<file path="src/rtl/fifo_rr_scheduler.sv">
// Round-robin read scheduler: bursts words from NUM_CH upstream FIFOs into one
// valid/ready stream through a 2-entry tagged output buffer.
module fifo_rr_scheduler #(
    parameter int unsigned DATA_BIT  = 64,
    parameter int unsigned NUM_CH    = 4,
    parameter int unsigned CH_BIT    = $clog2(NUM_CH),
    parameter int unsigned BURST_MAX = 8
) (
    input  logic                         clk,
    input  logic                         rst,
    input  logic [NUM_CH-1:0]            ch_rempty,
    output logic [NUM_CH-1:0]            ch_ren,
    input  logic [NUM_CH*DATA_BIT-1:0]   ch_rdata,
    output logic                         out_valid,
    input  logic                         out_ready,
    output logic [DATA_BIT-1:0]          out_data,
    output logic [CH_BIT-1:0]            out_ch,
    output logic                         busy
);

    localparam int unsigned BEAT_BIT = $clog2(BURST_MAX + 1);

    typedef enum logic {IDLE, BURST} state_t;

    state_t                state;
    logic [CH_BIT-1:0]     grant;
    logic [CH_BIT-1:0]     last_grant;
    logic [BEAT_BIT-1:0]   beat_cnt;
    logic                  inflight;
    logic [CH_BIT-1:0]     inflight_ch;
    logic [DATA_BIT-1:0]   buf_data [2];
    logic [CH_BIT-1:0]     buf_ch   [2];
    logic                  wr_ptr;
    logic                  rd_ptr;
    logic [1:0]            buf_cnt;

    logic [DATA_BIT-1:0]   rdata_arr [NUM_CH];
    logic                  pop;
    logic [2:0]            credit_sum;
    logic                  credit_ok;
    logic                  ren_fire;
    logic                  last_beat;
    logic                  burst_done;
    logic                  found;
    logic [CH_BIT-1:0]     pick;
    int unsigned           idx;

    for (genvar i = 0; i < NUM_CH; i++) begin : g_unpack
        assign rdata_arr[i] = ch_rdata[i*DATA_BIT +: DATA_BIT];
    end

    // Credit counts buffered words plus the one in flight, net of this cycle's pop.
    assign pop        = out_valid & out_ready;
    assign credit_sum = 3'(buf_cnt) + 3'(inflight) - 3'(pop);
    assign credit_ok  = credit_sum < 3'd2;
    assign ren_fire   = (state == BURST) & ~ch_rempty[grant] & credit_ok;
    assign last_beat  = beat_cnt == BEAT_BIT'(BURST_MAX - 1);
    assign burst_done = (ren_fire & last_beat) | (ch_rempty[grant] & credit_ok);
    assign ch_ren     = ren_fire ? (NUM_CH'(1) << grant) : '0;

    assign out_valid  = buf_cnt != 2'd0;
    assign out_data   = buf_data[rd_ptr];
    assign out_ch     = buf_ch[rd_ptr];
    assign busy       = (state == BURST) | inflight | (buf_cnt != 2'd0);

    // First non-empty channel after last_grant, wrapping.
    always_comb begin
        found = 1'b0;
        pick  = '0;
        idx   = 0;
        for (int unsigned k = 1; k <= NUM_CH; k++) begin
            idx = (32'(last_grant) + k) % NUM_CH;
            if (!found && !ch_rempty[CH_BIT'(idx)]) begin
                found = 1'b1;
                pick  = CH_BIT'(idx);
            end
        end
    end

    always_ff @(posedge clk or posedge rst) begin
        if (rst) begin
            state      <= IDLE;
            grant      <= '0;
            last_grant <= CH_BIT'(NUM_CH - 1);
            beat_cnt   <= '0;
        end else begin
            case (state)
                IDLE: begin
                    if (found) begin
                        grant    <= pick;
                        beat_cnt <= '0;
                        state    <= BURST;
                    end
                end
                BURST: begin
                    if (ren_fire) begin
                        beat_cnt <= beat_cnt + BEAT_BIT'(1);
                    end
                    if (burst_done) begin
                        state      <= IDLE;
                        last_grant <= grant;
                    end
                end
                default: state <= IDLE;
            endcase
        end
    end

    // Capture the word one cycle after its ren, into the tagged output buffer.
    always_ff @(posedge clk or posedge rst) begin
        if (rst) begin
            inflight    <= 1'b0;
            inflight_ch <= '0;
            wr_ptr      <= 1'b0;
            rd_ptr      <= 1'b0;
            buf_cnt     <= 2'd0;
            for (int i = 0; i < 2; i++) begin
                buf_data[i] <= '0;
                buf_ch[i]   <= '0;
            end
        end else begin
            inflight    <= ren_fire;
            inflight_ch <= grant;
            if (inflight) begin
                buf_data[wr_ptr] <= rdata_arr[inflight_ch];
                buf_ch[wr_ptr]   <= inflight_ch;
                wr_ptr           <= ~wr_ptr;
            end
            if (pop) begin
                rd_ptr <= ~rd_ptr;
            end
            buf_cnt <= buf_cnt + 2'(inflight) - 2'(pop);
        end
    end

endmodule

</file>
<file path="config.mk">
export PLATFORM = sky130hd
export DESIGN_NAME = fifo_rr_scheduler
export DESIGN_NICKNAME = d
export VERILOG_FILES = /design/src/rtl/fifo_rr_scheduler.sv
export SDC_FILE = /design/constraint.sdc
export NUM_CORES = 1
export LEC_CHECK = 0
export ABC_AREA = 1
export CORE_MARGIN = 5
export CORE_UTILIZATION = 30
export DETAILED_ROUTE_END_ITERATION = 16
export PLACE_DENSITY = 0.56
export SKIP_CTS_REPAIR_TIMING = 1
export SKIP_LAST_GASP = 1
export SLEW_MARGIN = 20
export SYNTH_ARGS = -nofsm -noshare
export SYNTH_HDL_FRONTEND = slang
export SYNTH_SLANG_ARGS = --single-unit
</file>
<file path="constraint.sdc">
create_clock -name clk -period 5.8 [get_ports clk]
set_input_delay 0.58 -clock clk [delete_from_list [all_inputs] [get_ports clk]]
set_output_delay 0.58 -clock clk [all_outputs]
set_load 0.05 [all_outputs]
</file>
==> reports/metrics.yaml, run 1 <==
status:
  outcome: "complete, no violations"
finish:
  fin_area_mm2: 0.0125
  drive_above_1_share_pct: 4.15
  final_util_pct: 45.2
  nets: 1700
  n_antenna_cell: 0
  area_delta_synth_final_pct: 49.6
  nFillCells: 2790
worst_setup_path:
  cp_slowest_cell: "clkdlybuf4s50_1"
  cp_cell_sequence: "nor2_1 -> inv_1 -> nand2_1 -> inv_1 -> ha_1 -> inv_1 -> ha_1 -> inv_1 -> fa_1 -> nand2_1 -> nor3_2 -> nand2_2 -> nor3_1 -> clkdlybuf4s50_1"
  crit_type: "flop to primary output"
  slowest_delay_ns: 0.84
  path_max_fanout: 11
  crit_required_ns: 5.22
  worst_path_most_repeated_cell: "inv_1"
  ff2ff_path_depth: 5
  end_kind: "primary output"
  critPathArrivalTime_ns: 3.71
  start_kind: "flop"
global_routing:
  grt_overflow: 0
  grt_max_degree: 90
  grt-busiest-layer: "met2"
  grt_pass1_vias: 8192
  antenna_found_initial: 1
  groute.usage.overall_pct: 17.7
  gr-usage-met3_pct: 3.59
  grt_first_pass_wirelength_um: 44600
  grtUsageMet2_pct: 29.4
  met1_usage_pct: 23.6
clock_tree:
  clk_latency_ns: 0.42
  cts_tree: "built"
  cts_made_buffers: 17
  ctsRootBufferMaster: "clkbuf_16"
  cts.sinks: 148
  h-tree-depth: 4
  cts.clk_slew.worst_paths_ns: 0.07
  cts_buffer_depth: 2
place:
  place_congestion: 0.777
  io_buffers: 334
  hpwl_um: 20100
  placed_area_mm2: 0.0118
  dpl_worst_slack_ns: 1.60
routing:
  drt-vias-per-instance: 4.68
  dr.pass1.iters: 4
  antenna_left: 0
  wire_per_inst_um: 15.9
  routed_wl_um: 28900
  vias: 8538
  drc: 0
  drt_iter0_drc: 446
floorplanning:
  start_util_pct: 30.2
  row_count: 61
  core_mm2: 0.0276
  die_h_um: 177
  ioPinCount: 335
  dieArea_mm2: 0.0312
  die_w_um: 177
sta:
  setup_viol: 0
  post-route-worst-setup-slack_ns: 1.51
  skew_ns: 0.00920
  slew_viol_final: 0
  maxSlewHeadroom_pct: 43.2
  finalCritPeriodShare_pct: 74.0
  worst_slew_pin_slew_ns: 0.852
  rsz0062_at_grt: "no"
  timing.final.hold_violations: 0
  finalSetupTns_ns: 0
  period_needed_ns: 4.29
  hold_slack_ns: 0.481
  fmax_mhz: 233
power:
  ir_worst_vdd_uv: 362
  leakagePower_nw: 5.70
  power_density_mw_per_mm2: 619
logic_synthesis:
  synth_area_per_cell_um2: 7.19
  yosys.area.top_type: "dfrtp_1"
  synthDominantCellAreaShare_pct: 43.8
  syn_nets: 1427
  synth_cells: 1160
  yosysSeqAreaShare_pct: 44.4
  synthDistinctLibCells: 29
  synth.ff_latch_count: 148
  yosysWarningCount: 0
  synthTopCellsByArea: "dfrtp_1, nand2_1, o21ai_0, a32o_1, a21oi_1"
  syn-cell-area_mm2: 0.00834
run:
  cap_viol_max_count: 0
min_path:
  min-delay-path-class: "flop to flop"
  worst_hold_path.num_cells: 2
## routing by layer
metal / routed length [µm] / part of all wire [%]
met1: 13100 / 45
met2: 13900 / 48
met3: 1400 / 4.9
met4: 514 / 1.8
met5: 13 / 0.045
## registers in the layout, summed over array words and instances (netlist names)
name,flops
last_grant,2
grant,2
rd_ptr,1
buf_data,128
inflight,1
beat_cnt,4
inflight_ch,2
wr_ptr,1
buf_cnt,2
buf_ch,4
state,1
## power breakdown
| group | switching [mW] | internal, mW | leakage (nW) |
|---|---|---|---|
| clock | 0.479 | 0.704 | 0.303 |
| sequential | 0.356 | 1.55 | 1.80 |
| combinational | 3.08 | 1.56 | 3.60 |
## cells by family after synthesis
kind of cell / after synthesis / share of synthesized area (%)
xor gates and xnor gates: 1 / 0.105
DFF: 148 / 44.4
and+or+nand+nor: 627 / 28.9
adders and majority gates: 4 / 0.690
AOI/OAI and AO/OA: 266 / 20.0
buffers and inverters: 114 / 5.85
## layout make-up
type / instances / area [µm²] / area share [%]
Clock inverter: 14 / 189 / 1.51
Inverter: 26 / 108 / 0.862
Multi-Input combinational cell: 898 / 4150 / 33.3
Timing Repair Buffer: 342 / 3400 / 27.3
Sequential cell: 148 / 3710 / 29.7
Tap cell: 378 / 473 / 3.79
Clock buffer: 18 / 439 / 3.52
## cell usage after synthesis
cell,instances
ha_1,3
buf_6,1
nor3_2,1
nand2_1,584
a21oi_1,64
a21oi_2,1
o21ai_1,5
nand3_1,16
o21ai_2,1
nor3_1,6
inv_1,22
nor2_1,10
dfstp_2,2
or2_1,1
nand2_2,3
xor2_1,1
buf_2,39
inv_2,4
o21bai_2,1
o21ai_0,130
and2_1,1
a32o_1,64
buf_4,1
buf_1,3
nand2b_1,1
fa_1,1
nand4_1,4
clkbuf_1,44
dfrtp_1,146
## final timing paths
kind	from	to	slack (ns)
hold / removal	buf_data[85]	buf_data[85]	0.48
setup / recovery	buf_cnt[1]	ch_ren[3]	1.51
min in group asynchronous	rst	buf_data[23]	0.69
hold reg to reg	buf_data[85]	buf_data[85]	0.48
setup reg to reg	inflight_ch[0]	buf_data[54]	3.06
max in group asynchronous	rst	buf_data[62]	3.85
## placed cells by master, fill, tap and decap left out, types with 2 or more instances in the layout
cell type	synthesis	routed
nand2_1	584	583
o21ai_1	5	5
nand3_1	16	16
nand4_1	4	4
buf_4	1	8
dfstp_2	2	2
clkbuf_16	0	17
nor3_1	6	6
o21ai_0	130	130
inv_8	0	2
a21oi_1	64	64
bufinv_16	0	3
a32o_1	64	64
clkdlybuf4s50_1	0	334
inv_1	22	19
dfrtp_1	146	144
nor2_1	10	10
inv_2	4	4
ha_1	3	3
nand2_2	3	3
inv_4	0	2
clkinvlp_4	0	2
inv_6	0	7
## metrics by stage
step	cells	power, mW
2_1_floorplan	1160	5.05
6_report	1824	7.73
3_5_place_dp	1792	6.62
5_1_grt	1824	8.32
3_3_place_gp	1792	6.58
4_1_cts	1824	7.83
## worst max-delay path: cells and delay by family (launching register included)
kind,cells,cell delay [ns]
AND/OR/NAND/NOR,6,0.92
buffers and inverters,5,1.07
flip-flops,1,0.42
adder cells (fa/ha/maj),3,0.88
Note: power is estimated with default switching activity, not from simulation.
==> run 2: changes to the inputs <==
Settings changed: PLACE_DENSITY 0.56 to 0.58.
Clock period 5.8 ns to 3.87 ns, I/O delays scaled along.
==> reports/metrics.yaml, run 2 (same netlist as run 1, synthesis figures left out) <==
power:
  leakagePower_nw: 5.75  # +0.86%
  power_density_mw_per_mm2: 929  # +50%
  ir_worst_vdd_uv: 540  # +49%
routing:
  drt-vias-per-instance: 4.75  # +1.4%
  wire_per_inst_um: 15.6  # -1.9%
  drc: 0  # unchanged
  routed_wl_um: 28500  # -1.6%
  drt_iter0_drc: 483  # +8.3%
  antenna_left: 0  # unchanged
  dr.pass1.iters: 4  # unchanged
  vias: 8681  # +1.7%
sta:
  finalSetupTns_ns: 0  # unchanged
  worst_slew_pin_slew_ns: 0.974  # +0.122 ns
  finalCritPeriodShare_pct: 90.0
  hold_slack_ns: 0.481  # +0.000681 ns
  fmax_mhz: 287
  slew_viol_final: 0  # unchanged
  timing.final.hold_violations: 0  # unchanged
  setup_viol: 0  # unchanged
  skew_ns: 0.00863  # -0.000562 ns
  period_needed_ns: 3.48
  post-route-worst-setup-slack_ns: 0.389  # -1.12 ns
  rsz0062_at_grt: "no"
  maxSlewHeadroom_pct: 35.1  # -8.1 points
place:
  dpl_worst_slack_ns: 0.642  # -0.956 ns
  placed_area_mm2: 0.0119  # +0.60%
  place_congestion: 0.832  # +7.1%
  hpwl_um: 20400  # +1.4%
  io_buffers: 334  # unchanged
global_routing:
  grt_first_pass_wirelength_um: 44900  # +0.65%
  grt_overflow: 0  # unchanged
  groute.usage.overall_pct: 17.7  # -0.019 points
  grt_pass1_vias: 8428  # +2.9%
  antenna_found_initial: 0  # -1
  grt_max_degree: 149  # +66%
min_path:
  worst_hold_path.num_cells: 2  # unchanged
  hold_start: "buf_data[74]"
  min-delay-path-class: "flop to flop"
status:
  outcome: "complete, no violations"
floorplanning:
  row_count: 61  # unchanged
  die_w_um: 177  # unchanged
  start_util_pct: 30.2  # unchanged
  die_h_um: 177  # unchanged
  core_mm2: 0.0276  # unchanged
  dieArea_mm2: 0.0312  # unchanged
  ioPinCount: 335  # unchanged
finish:
  top_register: "buf_data"
  largest_register_ffs: 128  # unchanged
  fin_area_mm2: 0.0126  # +0.72%
  n_antenna_cell: 0  # unchanged
  drive_above_1_share_pct: 4.69  # +0.54 points
  nFillCells: 2853  # +2.3%
  final_util_pct: 45.5  # +0.33 points
  most-common-layout-cells: "nand2_1, clkdlybuf4s50_1, dfrtp_1, o21ai_0"
  final_common_cell: "nand2_1"
  nets: 1706  # +0.35%
  reg_top3: "buf_data (128), beat_cnt (4), buf_ch (4)"
  area_delta_synth_final_pct: 50.7
worst_setup_path:
  critPathArrivalTime_ns: 3.09  # -0.62 ns
  crit_required_ns: 3.48  # -1.74 ns
  start_kind: "flop"
  path_max_fanout: 11  # unchanged
  ff2ff_path_depth: 16  # +11
  end_kind: "primary output"
  crit_type: "flop to primary output"
  reg2reg_from: "buf_cnt[1]"
  crit_start: "buf_cnt[1]"
clock_tree:
  cts.sinks: 148  # unchanged
  ctsRootBufferMaster: "clkbuf_16"
  cts.clk_slew.worst_paths_ns: 0.06  # about the same
  h-tree-depth: 4  # unchanged
  clk_latency_ns: 0.41  # about the same
  cts_buffer_depth: 2  # unchanged
  cts_made_buffers: 17  # unchanged
  cts_tree: "built"
run:
  cap_viol_max_count: 0  # unchanged
[run 2: cell types whose count changed in the layout (fill, tap and decap cells not counted), sizes merged]
cell and change:
clkinvlp +2, buf +10, clkbuf +1, bufinv +2
clkinv +2, inv -8, clkdlybuf4s50 -4
[run 2: worst max-delay path, stage by stage (launching register included)]
cell	delay, ns
dfrtp_1	0.43
nor2_1	0.15
inv_1	0.07
nand2_1	0.09
inv_1	0.05
ha_1	0.26
inv_1	0.05
ha_1	0.13
inv_1	0.05
fa_1	0.50
nand2_1	0.07
nor3_2	0.23
nand2_2	0.18
nor3_1	0.18
buf_4	0.23
[run 2: final timing paths]
check | to | slack, ns
setup / recovery | ch_ren[1] | 0.39
hold / removal | buf_data[74] | 0.48
setup reg to reg | beat_cnt[2] | 1.16
hold reg to reg | buf_data[74] | 0.48
max in group asynchronous | buf_data[112] | 2.69
min in group asynchronous | buf_data[92] | 0.55
[run 2: cell type report]
class                           instances  area, µm²  share of cell area (%)
Clock buffer                           19        443                    3.52
Clock inverter                         12        204                    1.62
Tap cell                              378        473                    3.76
Sequential cell                       148       3710                    29.5
Timing Repair Buffer                  348       3480                    27.7
Multi-Input combinational cell        898       4150                    33.1
Inverter                               26        106                   0.846
[run 2: power breakdown]
group          internal (mW)  switching [mW]  leakage, nW
sequential              2.32           0.458         1.80
combinational           2.39            4.69         3.64
clock                   1.16           0.656        0.306
[run 2: routing by layer]
| metal | part of all wire (%) | up-vias | GRT usage, % |
|---|---|---|---|
| li1 | - | 4390 | - |
| met1 | 44 | 4056 | 23.1 |
| met2 | 49 | 208 | 29.6 |
| met3 | 5.5 | 27 | 4.57 |
| met4 | 1.7 | 0 | 4.19 |
| met5 | 0 | - | 0 |
[run 2: stage by stage]
step	power, mW	instances
after floorplan	7.57	1160
after global placement	9.89	1798
after detailed placement	9.97	1798
after CTS	11.8	1829
after global routing	12.6	1829
final	11.7	1829
